File: src/rtl/usr_param.sv
// rtl/usr_param.sv - Multi-mode shift register with counted burst-shift FSM
//
// Purpose:
//   WIDTH-bit register with these per-cycle modes:
//     hold, shift left, shift right, load, rotate left, rotate right,
//     arithmetic shift right and clear.
//   A burst engine (IDLE -> RUN -> DONE) repeats one latched shift-class mode
//   'count' times, then emits a one-cycle done pulse.
//
// Configuration macro:
//   USR_ROTATE_EN - when defined, modes 100/101 rotate and can start a burst.
//                   When undefined, modes 100/101 act as hold and a start with
//                   them is ignored.
//
// Ports:
//   clk         in   single clock, rising edge
//   reset       in   asynchronous, active-low
//   en          in   operation enable; low holds q in IDLE and stalls a burst
//   mode[2:0]   in   000 hold, 001 shl, 010 shr, 011 load,
//                    100 rotl, 101 rotr, 110 asr, 111 clear
//   inp         in   parallel load data (WIDTH bits)
//   serialin_l  in   fill bit entering the LSB on shl
//   serialin_r  in   fill bit entering the MSB on shr
//   start       in   burst request
//   count       in   burst shift count (CNT_W bits)
//   q           out  register contents
//   sout_l      out  q[WIDTH-1]
//   sout_r      out  q[0]
//   busy        out  high while the burst FSM is in RUN
//   done        out  one-cycle burst completion pulse
module usr_param #(
  parameter int WIDTH = 8,
  parameter int CNT_W = 4
) (
  input  logic             clk,
  input  logic             reset,
  input  logic             en,
  input  logic [2:0]       mode,
  input  logic [WIDTH-1:0] inp,
  input  logic             serialin_l,
  input  logic             serialin_r,
  input  logic             start,
  input  logic [CNT_W-1:0] count,
  output logic [WIDTH-1:0] q,
  output logic             sout_l,
  output logic             sout_r,
  output logic             busy,
  output logic             done
);

  localparam logic [2:0] M_HOLD  = 3'b000;
  localparam logic [2:0] M_SHL   = 3'b001;
  localparam logic [2:0] M_SHR   = 3'b010;
  localparam logic [2:0] M_LOAD  = 3'b011;
  localparam logic [2:0] M_ROTL  = 3'b100;
  localparam logic [2:0] M_ROTR  = 3'b101;
  localparam logic [2:0] M_ASR   = 3'b110;
  localparam logic [2:0] M_CLEAR = 3'b111;

  localparam logic [1:0] S_IDLE = 2'd0;
  localparam logic [1:0] S_RUN  = 2'd1;
  localparam logic [1:0] S_DONE = 2'd2;

  logic [1:0]       state;
  logic [CNT_W-1:0] remaining;
  logic [2:0]       mode_l;

  // Modes that may be repeated by a burst.
  function automatic logic is_shift(input logic [2:0] m);
    logic r;
    r = 1'b0;
    case (m)
      M_SHL, M_SHR, M_ASR: r = 1'b1;
`ifdef USR_ROTATE_EN
      M_ROTL, M_ROTR:      r = 1'b1;
`endif
      default:             r = 1'b0;
    endcase
    return r;
  endfunction

  // Next register value for one application of mode m.
  function automatic logic [WIDTH-1:0] apply_mode(
    input logic [2:0]       m,
    input logic [WIDTH-1:0] cur,
    input logic [WIDTH-1:0] d,
    input logic             fill_l,
    input logic             fill_r
  );
    logic [WIDTH-1:0] r;
    r = cur;
    case (m)
      M_HOLD:  r = cur;
      M_SHL:   r = {cur[WIDTH-2:0], fill_l};
      M_SHR:   r = {fill_r, cur[WIDTH-1:1]};
      M_LOAD:  r = d;
`ifdef USR_ROTATE_EN
      M_ROTL:  r = {cur[WIDTH-2:0], cur[WIDTH-1]};
      M_ROTR:  r = {cur[0], cur[WIDTH-1:1]};
`endif
      M_ASR:   r = {cur[WIDTH-1], cur[WIDTH-1:1]};
      M_CLEAR: r = '0;
      default: r = cur;
    endcase
    return r;
  endfunction

  always_ff @(posedge clk or negedge reset) begin
    if (!reset) begin
      q         <= '0;
      state     <= S_IDLE;
      remaining <= '0;
      mode_l    <= M_HOLD;
    end else begin
      case (state)
        S_IDLE: begin
          // A burst accept ignores en and leaves q untouched on this edge.
          if (start && is_shift(mode)) begin
            mode_l    <= mode;
            remaining <= count;
            state     <= (count != '0) ? S_RUN : S_DONE;
          end else if (en) begin
            q <= apply_mode(mode, q, inp, serialin_l, serialin_r);
          end
        end
        S_RUN: begin
          if (en) begin
            q         <= apply_mode(mode_l, q, inp, serialin_l, serialin_r);
            remaining <= remaining - CNT_W'(1);
            // Leaving at 1 means remaining never wraps below zero.
            if (remaining == CNT_W'(1)) begin
              state <= S_DONE;
            end
          end
        end
        S_DONE: begin
          state <= S_IDLE;
        end
        default: begin
          state <= S_IDLE;
        end
      endcase
    end
  end

  // Status decodes straight from state so reset clears them without an edge.
  assign busy   = (state == S_RUN);
  assign done   = (state == S_DONE);
  assign sout_l = q[WIDTH-1];
  assign sout_r = q[0];

endmodule

File: config.mk
export PLATFORM = sky130hd
export DESIGN_NAME = usr_param
export DESIGN_NICKNAME = d
export VERILOG_FILES = /design/src/rtl/usr_param.sv
export SDC_FILE = /design/constraint.sdc
export NUM_CORES = 1
export LEC_CHECK = 0
export ABC_AREA = 1
export BUFFER_PORTS_ARGS = -buffer_cell sky130_fd_sc_hd__buf_2
export CAP_MARGIN = 20
export CORE_MARGIN = 2
export CORE_UTILIZATION = 54
export DETAILED_ROUTE_END_ITERATION = 10
export PLACE_DENSITY = 0.78
export SLEW_MARGIN = 30
export SYNTH_ARGS = -nofsm -noshare
export SYNTH_HDL_FRONTEND = slang
export SYNTH_SLANG_ARGS = --single-unit
File: constraint.sdc
create_clock -name clk -period 1.5 [get_ports clk]
set_input_delay 0.225 -clock clk [delete_from_list [all_inputs] [get_ports clk]]
set_output_delay 0.225 -clock clk [all_outputs]
set_load 0.005 [all_outputs]
==> summary.txt, run 1 <==
Power and ir drop
  • Cell Pwr Density: 1850 nW/um2
  • Total chip power: 0.00321 W
  • Peak supply drop: 1.14 mV
  • P_leak: 0.954 nW

Place
  • Post-DP HPWL: 2.93 mm
  • Pre-CTS setup slack: 0.107 ns
  • Placer Congestion: 0.936
  • Port Buffers: 32

Route
  • Remaining DRCs: 0
  • Drt first pass iters: 4
  • Vias per inst: 5.38
  • Starting DRC count in detailed routing: 94
  • Wire length per cell: 12.9 um
  • Antenna Violating Nets Remaining: 0
  • Drt total wl: 3.89 mm
  • Via count: 1625

Worst setup path
  • Crit end category: output pin
  • Crit path max-delay family: flip-flops
  • Data arrival, critical path: 1.21 ns
  • Req. time, crit path: 1.27 ns
  • Critical path's largest stage delay: 0.46 ns
  • Worst path slowest cell: dfrtp_2
  • Buf/Inv on CP: 2
  • CP Max Fanout: 8
  • WS Path Type: reg -> out
  • Setup crit start kind: flop
  • CP Cell Sequence: nor2_4 -> buf_4 -> buf_2

STA
  • Max-slew violation count: 0
  • Worst Max-Slew Pin Slew: 0.370 ns
  • F_max: 695 MHz
  • Worst setup margin: 0.0603 ns
  • Slew Limit Headroom: 75.3%
  • Setup Viol. Count Final: 0
  • Crit path time final: 1.44 ns
  • Unrepaired setup endpoints after global routing: no
  • Worst clock skew: 0.00338 ns
  • Final Cycle Share: 96.0%
  • Setup TNS: 0 ns
  • Final Hold Violating Endpoints: 0

Synth
  • FF+latch count, synth: 17
  • Post-Syn Area: 1500 um2
  • Synth Warn #: 0
  • Synth Net Count: 258
  • Post-synthesis cell type count: 28
  • Post-Synthesis Cells: 235
  • Avg Cell Area, Syn: 6.38 um2
  • Register area share after synthesis: 28.4%

Global routing
  • First-pass GRT wire length: 6.69 mm
  • Overall global routing resource usage: 26.2%
  • Largest net degree at the start of global routing: 20
  • Initial antenna violation count: 0
  • GR Overflow Total: 0
  • Number of global-route vias before repair: 1478

CTS
  • TritonCTS Buffers: 3
  • Clock buffer depth: 2
  • Clk slew on worst S/H paths: 0.10 ns
  • H-tree depth: 1
  • CTS tree: done
  • Clock Latency Late Sink: 0.29 ns
  • Number of clock sinks: 17
  • Root Driver: clkbuf_4

Floorplanning
  • Die area: 3210 um2
  • Die Width: 56.7 um
  • Row cnt: 19
  • Die Height: 56.7 um
  • Initial core utilization: 55.8%
  • I/O pin total: 33
  • Core area: 2690 um2

Finish
  • P&R area growth vs syn: 16.0%
  • Ant diodes: 0
  • Most frequent cells in the layout: nand2_1, buf_2, nand3_1
  • Most common cell after layout, fill and taps aside: nand2_1
  • Nets@finish: 295
  • Share of cells above drive strength 1: 24.7%

Flow run
  • Max-cap viol count: 0

Worst hold path
  • Worst min path class: in -> reg

Status
  • Status: complete, no violations
## per-layer routing
layer  global-route usage, %  wire length [um]
met3                    3.92               247
met2                    40.5              1740
met5                       0                 0
met4                    5.44                29
met1                    38.8              1880
## cell families (layout without fill, tap and decap cells)
| kind of cell | count (synthesis) | after routing | synth area share [%] |
|---|---|---|---|
| fa+ha+maj | 2 | 2 | 1.67 |
| flops | 17 | 17 | 28.4 |
| compound gates | 35 | 35 | 13.0 |
| xor+xnor | 1 | 1 | 0.584 |
| buf+inv | 36 | 72 | 11.3 |
| simple gates | 144 | 144 | 45.1 |
## sequential cells by signal (all words and copies together) (netlist names)
name / count
mode_l: 3
q: 8
state: 2
remaining: 4
## power breakdown
group / internal [W] / switching [W] / total [W] / leakage [nW]
Combinational: 0.000797 / 0.00127 / 0.00207 / 0.725
Clock: 0.0000993 / 0.000149 / 0.000248 / 0.0177
Sequential: 0.000668 / 0.000233 / 0.000900 / 0.211
Total: 0.00156 / 0.00165 / 0.00321 / 0.954
## synth_stat cells (all sizes together)
library cell | n | area (um2)
nand2 | 91 | 364
nand3 | 30 | 180
inv | 26 | 100
a21oi | 21 | 105
dfrtp | 17 | 425
nor2 | 12 | 63.8
o21ai | 12 | 75.1
buf | 9 | 65.1
nand4 | 9 | 56.3
ha | 2 | 25.0
a21boi | 1 | 7.51
and3 | 1 | 6.26
clkinv | 1 | 3.75
nor3 | 1 | 5.00
o21a | 1 | 7.51
xnor2 | 1 | 8.76
## layout make-up
cell class	count	area (um2)
multi-input cells	182	912
repair buffers	41	230
fillers	259	947
clock buffers	3	22.5
inverters	27	104
well taps	31	38.8
clock inverters	1	5.00
flip-flops and latches	17	427
## what timing repair did
action,in CTS,in global routing
hold endpoints to repair,17,0
gates resized for setup,1,2
setup endpoints to repair,1,8
pin swaps,0,1
hold buffers,1,0
setup buffers,1,1
## final timing paths
check | cells after the start | to | slack, ns | start
worst max-delay path | 3 | busy | 0.06 | state[1]
worst min-delay path | 5 | state[0] | 0.24 | count[2]
worst max register to register | 6 | mode_l[1] | 0.13 | state[0]
worst min register to register | 2 | mode_l[2] | 0.55 | mode_l[2]
max in group asynchronous | 2 | state[1] | 0.85 | reset
min in group asynchronous | 2 | remaining[2] | 0.36 | reset
## tightest hold or removal path, stage by stage
cell and delay, ns:
buf_2 0.09, nor2_1 0.04, nand2_1 0.06, nand2_1 0.05
nand2_1 0.04
## per-stage QoR
| stage | instance area [um2] | cells | utilization (%) | hold slack (ns) |
|---|---|---|---|---|
| floorplan | 1500 | 235 | - | -0.0706 |
| global placement | 1680 | 295 | 62.5 | 0.166 |
| detailed placement | 1680 | 295 | 62.5 | 0.165 |
| CTS | 1730 | 301 | 64.3 | 0.241 |
| global route | 1740 | 302 | 64.7 | 0.279 |
| finish | 1740 | 302 | 64.7 | 0.236 |
Note: power is estimated with default switching activity, not from simulation.
==> run 2, diff against run 1 <==
--- a/config.mk
+++ b/config.mk
@@ -5,13 +5,15 @@
 export SDC_FILE = /design/constraint.sdc
 export NUM_CORES = 1
 export LEC_CHECK = 0
-export ABC_AREA = 1
+export ABC_AREA = 0
 export BUFFER_PORTS_ARGS = -buffer_cell sky130_fd_sc_hd__buf_2
 export CAP_MARGIN = 20
 export CORE_MARGIN = 2
-export CORE_UTILIZATION = 54
+export CORE_UTILIZATION = 52
 export DETAILED_ROUTE_END_ITERATION = 10
 export PLACE_DENSITY = 0.78
+export REMOVE_ABC_BUFFERS = 1
+export SETUP_SLACK_MARGIN = 0.02
 export SLEW_MARGIN = 30
 export SYNTH_ARGS = -nofsm -noshare
 export SYNTH_HDL_FRONTEND = slang
==> summary.txt, run 2 <==
Status
  • Status: finished with violations
  • Failing checks: setup timing

Finish
  • Nets@finish: 211
  • P&R area growth vs syn: 40.5%
  • Multi-input gate area in the final layout: 793 um2
  • Max FFs per register: 8
  • Share of cells above drive strength 1: 44.4%
  • Fillcell total: 150
  • Design area: 1760 um2
  • Most frequent cells in the layout: buf_2, buf_4, dfrtp_1
  • Most common cell after layout, fill and taps aside: buf_2
  • Biggest register: q
  • FF+latch area: 428 um2
  • Top flop regs: q: 8 flops, remaining: 4 flops, mode_l: 3 flops
  • Ant diodes: 0

Synth
  • Register area share after synthesis: 34.0%
  • Most common library cells after synthesis: dfrtp_1, inv_1, a221oi_1, mux2i_1, nor2_1
  • Post-Synthesis Cells: 128
  • Number of flops mapped to enable cells by yosys: 0
  • Cell with the most instances after synthesis: dfrtp_1
  • Synth Warn #: 0
  • Top cell type's share of synthesized area: 34.0%
  • Synth area leaders: dfrtp_1, mux2i_1, a221oi_1, inv_1, a221o_1
  • Post-Syn Area: 1250 um2
  • Async SR Flop Fraction: 100%
  • Synth Flop Type: dfrtp_1
  • Avg Cell Area, Syn: 9.77 um2
  • Post-synthesis cell type count: 47
  • FF+latch count, synth: 17
  • Dominant cell type by area after synthesis: dfrtp_1

Floorplanning
  • Die Width: 53.0 um
  • Die area: 2810 um2
  • Row cnt: 17
  • Initial core utilization: 56.0%
  • Core area: 2230 um2
  • I/O pin total: 33
  • Die Height: 53.0 um

STA
  • Max-slew violation count: 0
  • Unrepaired setup endpoints after global routing: yes
  • Crit path time final: 1.58 ns
  • Setup Viol. Count Final: 6
  • Worst Max-Slew Pin Slew: 0.605 ns
  • Worst clock skew: 0.00947 ns
  • F_max: 634 MHz
  • Final Hold Violating Endpoints: 0
  • Setup TNS: -0.185 ns
  • Worst setup margin: -0.0766 ns
  • Final Cycle Share: 105%
  • Slew Limit Headroom: 59.5%

Route
  • Via count: 1291
  • Wire length per cell: 16.0 um
  • Drt total wl: 3.45 mm
  • Vias per inst: 6.00
  • Antenna Violating Nets Remaining: 0
  • Drt first pass iters: 4
  • Remaining DRCs: 0
  • Starting DRC count in detailed routing: 38

Worst setup path
  • CP Max Fanout: 6
  • WS Path Type: reg -> reg
  • Reg2Reg Setup Slack: -0.08 ns
  • Setup crit start kind: flop
  • Data arrival, critical path: 1.77 ns
  • Crit end category: flop
  • Req. time, crit path: 1.70 ns

CTS
  • Root Driver: clkbuf_4
  • CTS tree: done
  • TritonCTS Buffers: 3
  • Clk slew on worst S/H paths: 0.12 ns
  • Number of clock sinks: 17
  • H-tree depth: 1
  • Clock buffer depth: 2
  • Clock Latency Late Sink: 0.30 ns

Power and ir drop
  • Cell Pwr Density: 1950 nW/um2
  • Peak supply drop: 1.31 mV
  • Total chip power: 0.00342 W
  • P_leak: 0.863 nW

Worst hold path
  • Worst min path class: in -> reg

Global routing
  • Number of global-route vias before repair: 1275
  • Overall global routing resource usage: 27.7%
  • Initial antenna violation count: 0
  • First-pass GRT wire length: 5.67 mm
  • Largest net degree at the start of global routing: 18
  • GR Overflow Total: 0

Place
  • Post-DP HPWL: 2.57 mm
  • Port Buffers: 32
  • Cell Area, Placed: 1610 um2
  • Placer Congestion: 0.851

Flow run
  • Max-cap viol count: 0
## run 2: cell count changes after synthesis, moves of 5 or more
cell,delta
inv_2,-7
nand2_1,-83
a221oi_1,+8
o21ai_0,-8
nand3_1,-26
a22oi_1,+5
mux2i_1,+8
a21oi_1,-16
a221o_1,+5
nand4_1,-9
## run 2: final timing paths
check / from / endpoint / cells past startpoint
max: state[1] / q[7] / 3
min: count[0] / remaining[0] / 3
max reg2reg: state[1] / q[7] / 3
min reg2reg: state[1] / state[1] / 1
max in group asynchronous: reset / state[0] / 2
min in group asynchronous: reset / q[3] / 2
## run 2: repair_timing
item                                    4_1_cts  5_1_grt
gates cloned                                  0        0
endpoints found under the setup margin       11       16
endpoints found under the hold margin        17        0
hold buffers                                  1        0
gates resized for setup                      14        5
pin swaps                                     3        8
buffers inserted                              2        1
## run 2: per-stage QoR
step	setup slack [ns]	util, %	cells	hold WS (ns)
global placement	-0.198	72.1	207	0.169
finish	-0.0766	78.7	215	0.199
detailed placement	-0.205	72.1	207	0.178
floorplan	-0.307	-	122	-0.0706
CTS	-0.0765	76.8	214	0.185
global route	-0.200	78.7	215	0.210
## run 2: power breakdown
group	internal [W]	leakage (nW)	total [W]	switching [W]
combinational	0.00116	0.651	0.00218	0.00102
clock	0.0000993	0.0177	0.000263	0.000164
sequential	0.000701	0.195	0.000981	0.000279
total	0.00196	0.863	0.00342	0.00146
## run 2: layer usage
metal	track usage (%)	wire (um)
met5	0	0
met4	9.83	25
met3	2.82	143
met2	47.3	1760
met1	36.0	1520
## run 2: cell families (layout without fill, tap and decap cells)
| logic type | Yosys count | count (layout) | synth area share, % |
|---|---|---|---|
| flops | 17 | 17 | 34.0 |
| mux | 12 | 12 | 10.3 |
| fa+ha+maj | 3 | 3 | 2.80 |
| simple gates | 32 | 32 | 16.4 |
| compound gates | 43 | 43 | 28.1 |
| buf+inv | 21 | 80 | 8.31 |
## run 2: worst max-delay path, cell delays in order, from the launching register on
cell and delay [ns]:
dfrtp_2 0.46, a2111o_1 0.37, a222oi_1 0.31, mux2_1 0.35
## run 2: final cells by class
type	count	share of cell area [%]
Inverter	15	3.21
Clock buffer	3	1.28
Timing Repair Buffer	61	23.7
Multi-Input combinational cell	90	45.2
Sequential cell	17	24.4
Tap cell	28	1.99
Clock inverter	1	0.285
==> run 3, diff against run 2 <==
--- a/config.mk
+++ b/config.mk
@@ -12,7 +12,6 @@
 export CORE_UTILIZATION = 52
 export DETAILED_ROUTE_END_ITERATION = 10
 export PLACE_DENSITY = 0.78
-export REMOVE_ABC_BUFFERS = 1
 export SETUP_SLACK_MARGIN = 0.02
 export SLEW_MARGIN = 30
 export SYNTH_ARGS = -nofsm -noshare
==> summary.txt, run 3 (same netlist as run 2, synthesis figures left out) <==
Status
  • Status: finished with violations
  • Failing checks: setup timing

Power and ir drop
  • Reg power frac: 25.8%
  • Cell Pwr Density: 2090 nW/um2
  • Clock network power share: 7.0%
  • Internal power: 0.00220 W
  • Switching Power: 0.00173 W
  • Sw frac: 44.1%
  • Combinational power share: 67.2%
  • P_leak: 0.913 nW
  • Peak supply drop: 1.48 mV
  • Total chip power: 0.00393 W

Route
  • Via count: 1343
  • Starting DRC count in detailed routing: 48
  • Drt total wl: 4.09 mm
  • Antenna Violating Nets Remaining: 0
  • Drt first pass iters: 4
  • Vias per inst: 6.13
  • Wire length per cell: 18.7 um
  • Remaining DRCs: 0

Place
  • Placer Congestion: 0.866
  • Pre-CTS setup slack: -0.237 ns
  • Port Buffers: 32
  • Post-DP HPWL: 2.61 mm
  • Inst Count DP: 209

Worst setup path
  • FF-to-FF End: q[7]
  • RR Startpoint: state[0]
  • R2r worst-path depth: 3
  • Data arrival, critical path: 1.84 ns
  • Reg2Reg Setup Slack: -0.14 ns
  • Setup crit start kind: flop
  • Crit end category: flop
  • Req. time, crit path: 1.70 ns
  • WS Path Type: reg -> reg
  • CP Max Fanout: 4

Worst hold path
  • Hold Path Sink: remaining[0]
  • HP Start: count[0]
  • Worst min path class: in -> reg
  • WHS Path Cells: 3

Global routing
  • Largest net degree at the start of global routing: 18
  • First-pass GRT wire length: 5.93 mm
  • Overall global routing resource usage: 29.1%
  • GR Overflow Total: 0
  • Initial antenna violation count: 0
  • Number of global-route vias before repair: 1354

Finish
  • P&R area growth vs syn: 50.0%
  • Ant diodes: 0
  • Top flop regs: q: 8 flops, remaining: 4 flops, mode_l: 3 flops
  • Most common cell after layout, fill and taps aside: buf_2
  • Most frequent cells in the layout: buf_2, buf_4, dfrtp_1
  • Fillcell total: 121
  • Nets@finish: 215
  • Max FFs per register: 8
  • Biggest register: q
  • Share of cells above drive strength 1: 52.4%
  • Non-filler cells, final: 219

Floorplanning
  • Initial core utilization: 56.0%
  • Die Height: 53.0 um
  • Row cnt: 17
  • Die area: 2810 um2
  • Die Width: 53.0 um
  • Core area: 2230 um2
  • I/O pin total: 33

STA
  • Setup Viol. Count Final: 13
  • Worst setup margin: -0.141 ns
  • Unrepaired setup endpoints after global routing: yes
  • Final Hold Violating Endpoints: 0
  • Crit path time final: 1.64 ns
  • Final Cycle Share: 109%
  • Final hold slack: 0.151 ns
  • Worst clock skew: 0.00396 ns
  • Max-slew violation count: 0
  • Slew Limit Headroom: 56.7%
  • Worst Max-Slew Pin Slew: 0.646 ns
  • F_max: 609 MHz
  • Setup TNS: -0.880 ns

CTS
  • Clock buffer depth: 2
  • Root Driver: clkbuf_4
  • H-tree depth: 1
  • Clock Latency Late Sink: 0.31 ns
  • CTS tree: done
  • TritonCTS Buffers: 3
  • Clk slew on worst S/H paths: 0.12 ns
  • Number of clock sinks: 17

Synth
  • Synth Net Count: 151

Flow run
  • Max-cap viol count: 0
[run 3: per-stage QoR]
stage	util [%]	area, um2
after detailed placement	73.1	1630
after floorplan	-	1280
final	83.9	1870
after global routing	83.9	1870
after CTS	79.7	1780
after global placement	73.1	1630
[run 3: critical path: stages, from the launching register on]
cell	delay [ns]
dfrtp_2	0.46
a2111o_1	0.38
a222oi_1	0.35
mux2_4	0.34
[run 3: power groups by stage]
stage / combinational, W / sequential [W] / clock, W
6_report: 0.00264 / 0.00101 / 0.000274
2_1_floorplan: 0.00136 / 0.000916 / 0
4_1_cts: 0.00233 / 0.000958 / 0.000273
5_1_grt: 0.00285 / 0.00105 / 0.000297
3_3_place_gp: 0.00199 / 0.000935 / 0
3_5_place_dp: 0.00207 / 0.000949 / 0
[run 3: what timing repair did]
action / in CTS / in global routing
resized for setup: 17 / 14
hold endpoints to repair: 17 / 0
setup endpoints to repair: 13 / 17
pin swaps: 3 / 4
hold buffers: 1 / 0
setup buffers: 3 / 2
[run 3: layer usage]
layer / routed length, um / track usage (%) / up-vias
met2: 2130 / 55.6 / 53
li1: - / - / 625
met3: 191 / 3.39 / 16
met5: 0 / 0 / -
met4: 171 / 11.5 / 0
met1: 1600 / 32.0 / 649
[run 3: area by class of cell]
cell class | instances | area [um2] | share of cell area [%]
Clock inverter | 1 | 5.00 | 0.267
Inverter | 15 | 58.8 | 3.14
Clock buffer | 3 | 22.5 | 1.20
Sequential cell | 17 | 428 | 22.8
Tap cell | 28 | 35.0 | 1.87
Multi-Input combinational cell | 90 | 883 | 47.1
Timing Repair Buffer | 65 | 442 | 23.6
[run 3: worst max-delay path by stage]
stage | cells after the start | startpoint | slack, ns | endpoint
floorplan | 5 | state[0] | -0.12 | q[6]
global placement | 5 | mode[1] | -0.18 | q[7]
global route | 3 | state[0] | -0.20 | q[7]
finish | 3 | state[0] | -0.14 | q[7]
CTS | 3 | state[0] | -0.09 | q[7]
detailed placement | 5 | mode[1] | -0.24 | q[7]
